--- src/rtl/pfd_pkg.sv ---
// Shared types and count-instruction encodings for the ADPLL phase-frequency
// detector and the up/down counter that consumes its instructions.
package pfd_pkg;

  typedef enum logic [1:0] {
    IDLE     = 2'b00,
    REF_LEAD = 2'b01,
    FB_LEAD  = 2'b10
  } pfd_state_t;

  localparam logic [1:0] CI_HOLD = 2'b00;
  localparam logic [1:0] CI_UP   = 2'b01;
  localparam logic [1:0] CI_DOWN = 2'b10;

  function automatic logic [1:0] state_to_ci(input pfd_state_t state);
    case (state)
      REF_LEAD: return CI_UP;
      FB_LEAD:  return CI_DOWN;
      default:  return CI_HOLD;
    endcase
  endfunction

endpackage

--- src/rtl/edge_synchroniser.sv ---
// Brings one asynchronous clock into the fpga_clk domain and reports each
// rising edge as a single-cycle pulse, suppressed while enable_i is low.
module edge_synchroniser #(
  parameter int SYNC_STAGES = 2
) (
  input  logic fpga_clk_i,
  input  logic reset_i,
  input  logic async_i,
  input  logic enable_i,
  output logic rise_o
);

  logic [SYNC_STAGES-1:0] sync_q;
  logic                   prev_q;

  // NOTE: sequential state uses non-blocking assignments so every flop in the
  // chain samples its predecessor's value from before this clock edge.
  always_ff @(posedge fpga_clk_i or negedge reset_i) begin
    if (!reset_i) begin
      sync_q <= '0;
      prev_q <= 1'b0;
    end else begin
      sync_q <= {sync_q[SYNC_STAGES-2:0], async_i};
      prev_q <= sync_q[SYNC_STAGES-1];
    end
  end

  // The previous-sample flop keeps tracking while disabled, so a level that
  // was already high when enable_i rises is not reported as a fresh edge.
  assign rise_o = enable_i & sync_q[SYNC_STAGES-1] & ~prev_q;

endmodule

--- src/rtl/phase_frequency_detector.sv ---
// Digital PFD: decides which of ref/fb leads and drives up/down/hold plus
// window-close pulses. Define PFD_TIMEOUT_EN to compile in the lead-window timer.
module phase_frequency_detector
  import pfd_pkg::*;
#(
  parameter int SYNC_STAGES   = 2,
  parameter int TIMEOUT_WIDTH = 16
) (
  input  logic       fpga_clk_i,
  input  logic       reset_i,
  input  logic       enable_i,
  input  logic       ref_clk_i,
  input  logic       fb_clk_i,
  output logic [1:0] count_instr_o,
  output logic       clear_o,
  output logic       timeout_o
);

  logic       ref_rise;
  logic       fb_rise;
  pfd_state_t state_q, state_d;
  logic       clear_q, clear_d;

  edge_synchroniser #(.SYNC_STAGES(SYNC_STAGES)) u_ref_sync (
    .fpga_clk_i (fpga_clk_i),
    .reset_i    (reset_i),
    .async_i    (ref_clk_i),
    .enable_i   (enable_i),
    .rise_o     (ref_rise)
  );

  edge_synchroniser #(.SYNC_STAGES(SYNC_STAGES)) u_fb_sync (
    .fpga_clk_i (fpga_clk_i),
    .reset_i    (reset_i),
    .async_i    (fb_clk_i),
    .enable_i   (enable_i),
    .rise_o     (fb_rise)
  );

`ifdef PFD_TIMEOUT_EN
  localparam logic [TIMEOUT_WIDTH-1:0] TIMER_LAST = {TIMEOUT_WIDTH{1'b1}} - 1'b1;

  logic [TIMEOUT_WIDTH-1:0] timer_q, timer_d;
  logic                     timeout_q, timeout_d;
  logic                     timer_expired;

  // The increment made in this cycle brings the timer to all-ones.
  assign timer_expired = (timer_q == TIMER_LAST);
`endif

  // NOTE: every output of this block gets a default before any branch so
  // that no path leaves a variable unassigned and infers a latch.
  always_comb begin
    state_d = state_q;
    clear_d = 1'b0;
`ifdef PFD_TIMEOUT_EN
    timeout_d = 1'b0;
`endif
    if (!enable_i) begin
      state_d = IDLE;
    end else begin
      case (state_q)
        IDLE: begin
          if (ref_rise && fb_rise) clear_d = 1'b1;
          else if (ref_rise)       state_d = REF_LEAD;
          else if (fb_rise)        state_d = FB_LEAD;
        end
        REF_LEAD: begin
          if (fb_rise) begin
            clear_d = 1'b1;
            state_d = ref_rise ? REF_LEAD : IDLE;
          end
        end
        FB_LEAD: begin
          if (ref_rise) begin
            clear_d = 1'b1;
            state_d = fb_rise ? FB_LEAD : IDLE;
          end
        end
        default: state_d = IDLE;
      endcase
`ifdef PFD_TIMEOUT_EN
      // A closing edge always wins over expiry in the same cycle.
      if (state_q != IDLE && !clear_d && timer_expired) begin
        state_d   = IDLE;
        timeout_d = 1'b1;
      end
`endif
    end
  end

  always_ff @(posedge fpga_clk_i or negedge reset_i) begin
    if (!reset_i) begin
      state_q <= IDLE;
      clear_q <= 1'b0;
    end else begin
      state_q <= state_d;
      clear_q <= clear_d;
    end
  end

`ifdef PFD_TIMEOUT_EN
  // Restart on any window opening (including simultaneous-edge reopening).
  always_comb begin
    if (state_q == IDLE || state_d != state_q || clear_d) timer_d = '0;
    else                                                  timer_d = timer_q + 1'b1;
  end

  always_ff @(posedge fpga_clk_i or negedge reset_i) begin
    if (!reset_i) begin
      timer_q   <= '0;
      timeout_q <= 1'b0;
    end else begin
      timer_q   <= timer_d;
      timeout_q <= timeout_d;
    end
  end

  assign timeout_o = timeout_q;
`else
  // TIMEOUT_WIDTH has no effect without the timer; the output is constant 0.
  assign timeout_o = 1'b0 & (TIMEOUT_WIDTH > 0);
`endif

  // Decoded straight from the state flop so reset clears it without a clock.
  assign count_instr_o = state_to_ci(state_q);
  assign clear_o       = clear_q;

endmodule

--- config.mk ---
export PLATFORM = sky130hd
export DESIGN_NAME = phase_frequency_detector
export DESIGN_NICKNAME = d
export VERILOG_FILES = /design/src/rtl/pfd_pkg.sv /design/src/rtl/edge_synchroniser.sv /design/src/rtl/phase_frequency_detector.sv
export SDC_FILE = /design/constraint.sdc
export NUM_CORES = 1
export LEC_CHECK = 0
export CAP_MARGIN = 20
export CORE_AREA = 5 5 42 44
export DETAILED_ROUTE_END_ITERATION = 7
export DIE_AREA = 0 0 47 49
export MAX_ROUTING_LAYER = met4
export SLEW_MARGIN = 20
export SYNTH_ARGS = -nofsm -noshare
export SYNTH_HDL_FRONTEND = slang
export SYNTH_SLANG_ARGS = --single-unit
--- constraint.sdc ---
create_clock -name fpga_clk_i -period 1.5 [get_ports fpga_clk_i]
set_clock_uncertainty 0.15 [all_clocks]
set_input_delay 0.15 -clock fpga_clk_i [delete_from_list [all_inputs] [get_ports fpga_clk_i]]
set_output_delay 0.15 -clock fpga_clk_i [all_outputs]
set_load 0.005 [all_outputs]
==> impl_metrics.json <==
{
  "drc": 0,
  "antenna_cells": 0,
  "setup_tns_ns": 0,
  "period_minus_slack_ns": 1.428,
  "layout_worst_path_cycle_share": 0.9520,
  "synth_top_family_by_area": "simple AND/OR/NAND/NOR gates",
  "avgRoutedWirePerCell_um": 11.37,
  "synthesis.area_sq_um": 334.1,
  "grt_usage": 0.06642,
  "rsz0062_at_grt": "no",
  "gp_congestion": 0.7363,
  "netSwitchingPower_uw": 106.3,
  "antenna_left": 0,
  "finalPower_uw": 493.1,
  "outcome": "complete, no violations",
  "crit_path_end": "count_instr_o[1]",
  "multi_input_area_sq_um": 100.1,
  "synthAdderAreaFrac": 0.06742,
  "cts_tree": "done",
  "finalHoldViolations": 0,
  "n_fill_cell": 150,
  "clock_latency_ns": 0.25,
  "dr.pass1.iters": 1,
  "fin_ws_ns": 0.07204,
  "yosys.area.top_type": "dfrtp_1",
  "postCtsHoldBufs": 0,
  "critPathMaxFanout": 4,
  "fin_util": 0.3232,
  "syn_avg_cell_area_sq_um": 15.19,
  "muxShareOfSynthArea": 0,
  "seq_area_sq_um": 226.5,
  "fp.coreArea_sq_um": 1401,
  "ys_seq_area_frac": 0.6742,
  "htree_num_levels": 1,
  "portBuffers": 7,
  "drive_gt1_frac": 0.3333,
  "p_per_area_nw_per_um2": 1089,
  "grt_max_degree": 10,
  "cts_buffers": 3,
  "path_clk_slew_ns": 0.06,
  "place_hpwl_um": 450.3,
  "mostFrequentLayoutCell": "dfrtp_1",
  "cts.sinks": 9,
  "start_util": 0.2384,
  "dp_worst_setup_slack_ns": 0.08070,
  "clk_path_buf_depth": 2,
  "drv_cap": 0,
  "reg2regPathDepth": 3,
  "grt_pass1_wl_um": 959,
  "num_vias": 197,
  "fmax_ghz": 0.7003,
  "syn2layout_area_growth_pct": 35.58,
  "grt-ovfl-total": 0,
  "pwr-share-clk": 0.370,
  "slew_violations": 0,
  "pwr-share-seq": 0.530,
  "wl_um": 557,
  "synth-seq-cells": 9,
  "grt_pass1_vias": 256,
  "p_sw_frac": 0.2156,
  "final_cell_mix": "dfrtp_1 (8), clkdlybuf4s50_1 (5), clkbuf_4 (3), maj3_2 (2)",
  "power.internal_uw": 386.8,
  "comb_power_share": 0.100,
  "cts_root_buffer": "clkbuf_4",
  "ys_warn_count": 0,
  "crit_required_ns": 1.20,
  "reg2reg_slack_ns": 0.22,
  "path_class": "reg -> out",
  "fp-row-count": 14,
  "reg2reg_to": "state_q[0]",
  "crit_arrival_ns": 1.13,
  "cp-end-kind": "output pin",
  "die_area_sq_um": 2303,
  "synth_fp_nets": 27,
  "routed_via_density": 4.020,
  "pin_count": 9,
  "ir_worst_vdd_v": 0.0004474,
  "dieHeight_um": 49,
  "synth-simple-area-share": 0.1798,
  "p_leak_uw": 0.0002093,
  "synth_top_area_share": 0.6742,
  "synth_compound_area_frac": 0.03371,
  "drtIter0Drc": 0,
  "r2r_start": "state_q[0]",
  "synth_area_leaders": "dfrtp_1 (67%), maj3_2 (6.7%), nand2b_4 (4.1%)",
  "setup_viol": 0,
  "hold_path_class": "in -> async",
  "die_w_um": 47,
  "setup.worst_path.start_class": "flop",
  "synth_cell_types": 12,
  "yosys.area_share.xor_xnor": 0,
  "fin_nets": 39,
  "antenna_found_initial": 0,
  "syn_inst": 22,
  "crit_start": "state_q[0]"
}
-- critical path, stage by stage (launching register included) --
cell and delay, ns:
dfrtp_2 0.39, buf_4 0.15, nor2_2 0.11, clkdlybuf4s15_1 0.22
-- Yosys cell counts --
cell type and n:
buf_4 1, nor3b_2 1, conb_1 1, nor2_1 2, nand2b_4 1, inv_1 1
and3_1 1, nor2b_4 1, nor2b_1 1, o221a_1 1, dfrtp_1 9, maj3_2 2
-- cells by family (layout without fill, tap and decap cells) --
| family | count (synthesis) | after routing |
|---|---|---|
| other cells | 1 | 1 |
| simple gates | 7 | 7 |
| fa+ha+maj | 2 | 2 |
| compound gates | 1 | 1 |
| flops | 9 | 9 |
| buf+inv | 2 | 13 |
-- worst min path at each step --
stage                               from              endpoint  slack [ns]  depth (start not counted)
floorplan                        reset_i               clear_o       -0.30                          0
CTS                              reset_i            state_q[1]        0.04                          1
finish                           reset_i            state_q[1]        0.03                          1
global route                     reset_i            state_q[1]        0.05                          1
detailed placement  u_ref_sync.sync_q[0]  u_ref_sync.sync_q[1]        0.19                          0
global placement    u_ref_sync.sync_q[0]  u_ref_sync.sync_q[1]        0.18                          0
-- through the flow --
stage	area (sq um)	instances	hold slack, ns
global placement	416.7	44	0.1846
floorplan	334.1	22	-0.2956
CTS	451.7	49	0.03586
finish	452.9	49	0.02605
detailed placement	416.7	44	0.1878
global route	452.9	49	0.04836
-- sequential cells by signal (all words and copies together), names as in the netlist --
| signal | cells |
|---|---|
| u_fb_sync.prev_q | 1 |
| u_fb_sync.sync_q | 2 |
| u_ref_sync.prev_q | 1 |
| state_q | 2 |
| u_ref_sync.sync_q | 2 |
| clear_o | 1 |
-- layer usage --
| layer | track usage | share of wire | vias to the layer above |
|---|---|---|---|
| met5 | - | 0 | - |
| met4 | 0.08756 | 0.061 | 0 |
| met3 | 0.03321 | 0.063 | 4 |
| met2 | 0.09955 | 0.56 | 10 |
| met1 | 0.04318 | 0.32 | 92 |
| li1 | - | - | 91 |
-- power groups by stage --
stage / clock network (uW) / logic, uW / registers [uW]
floorplan: 0 / 22.1 / 266
global placement: 0 / 44.7 / 267
detailed placement: 0 / 47.2 / 267
CTS: 190 / 50.2 / 262
global route: 204 / 53.2 / 263
finish: 182 / 49.4 / 261
-- area by class of cell --
type	count	area share
multi-input combinational	11	0.2210
timing repair buffer	8	0.1685
sequential	9	0.5000
inverter	1	0.008287
clock buffer	4	0.05801
tap	16	0.04420
-- what timing repair did --
| item | in CTS | in global routing |
|---|---|---|
| endpoints found under the setup margin | 2 | 1 |
| pin swaps | 0 | 0 |
| setup buffers | 1 | 0 |
| gates resized for setup | 4 | 1 |
| hold endpoints to repair | 0 | 0 |
Power figures use the tool's default switching activity.
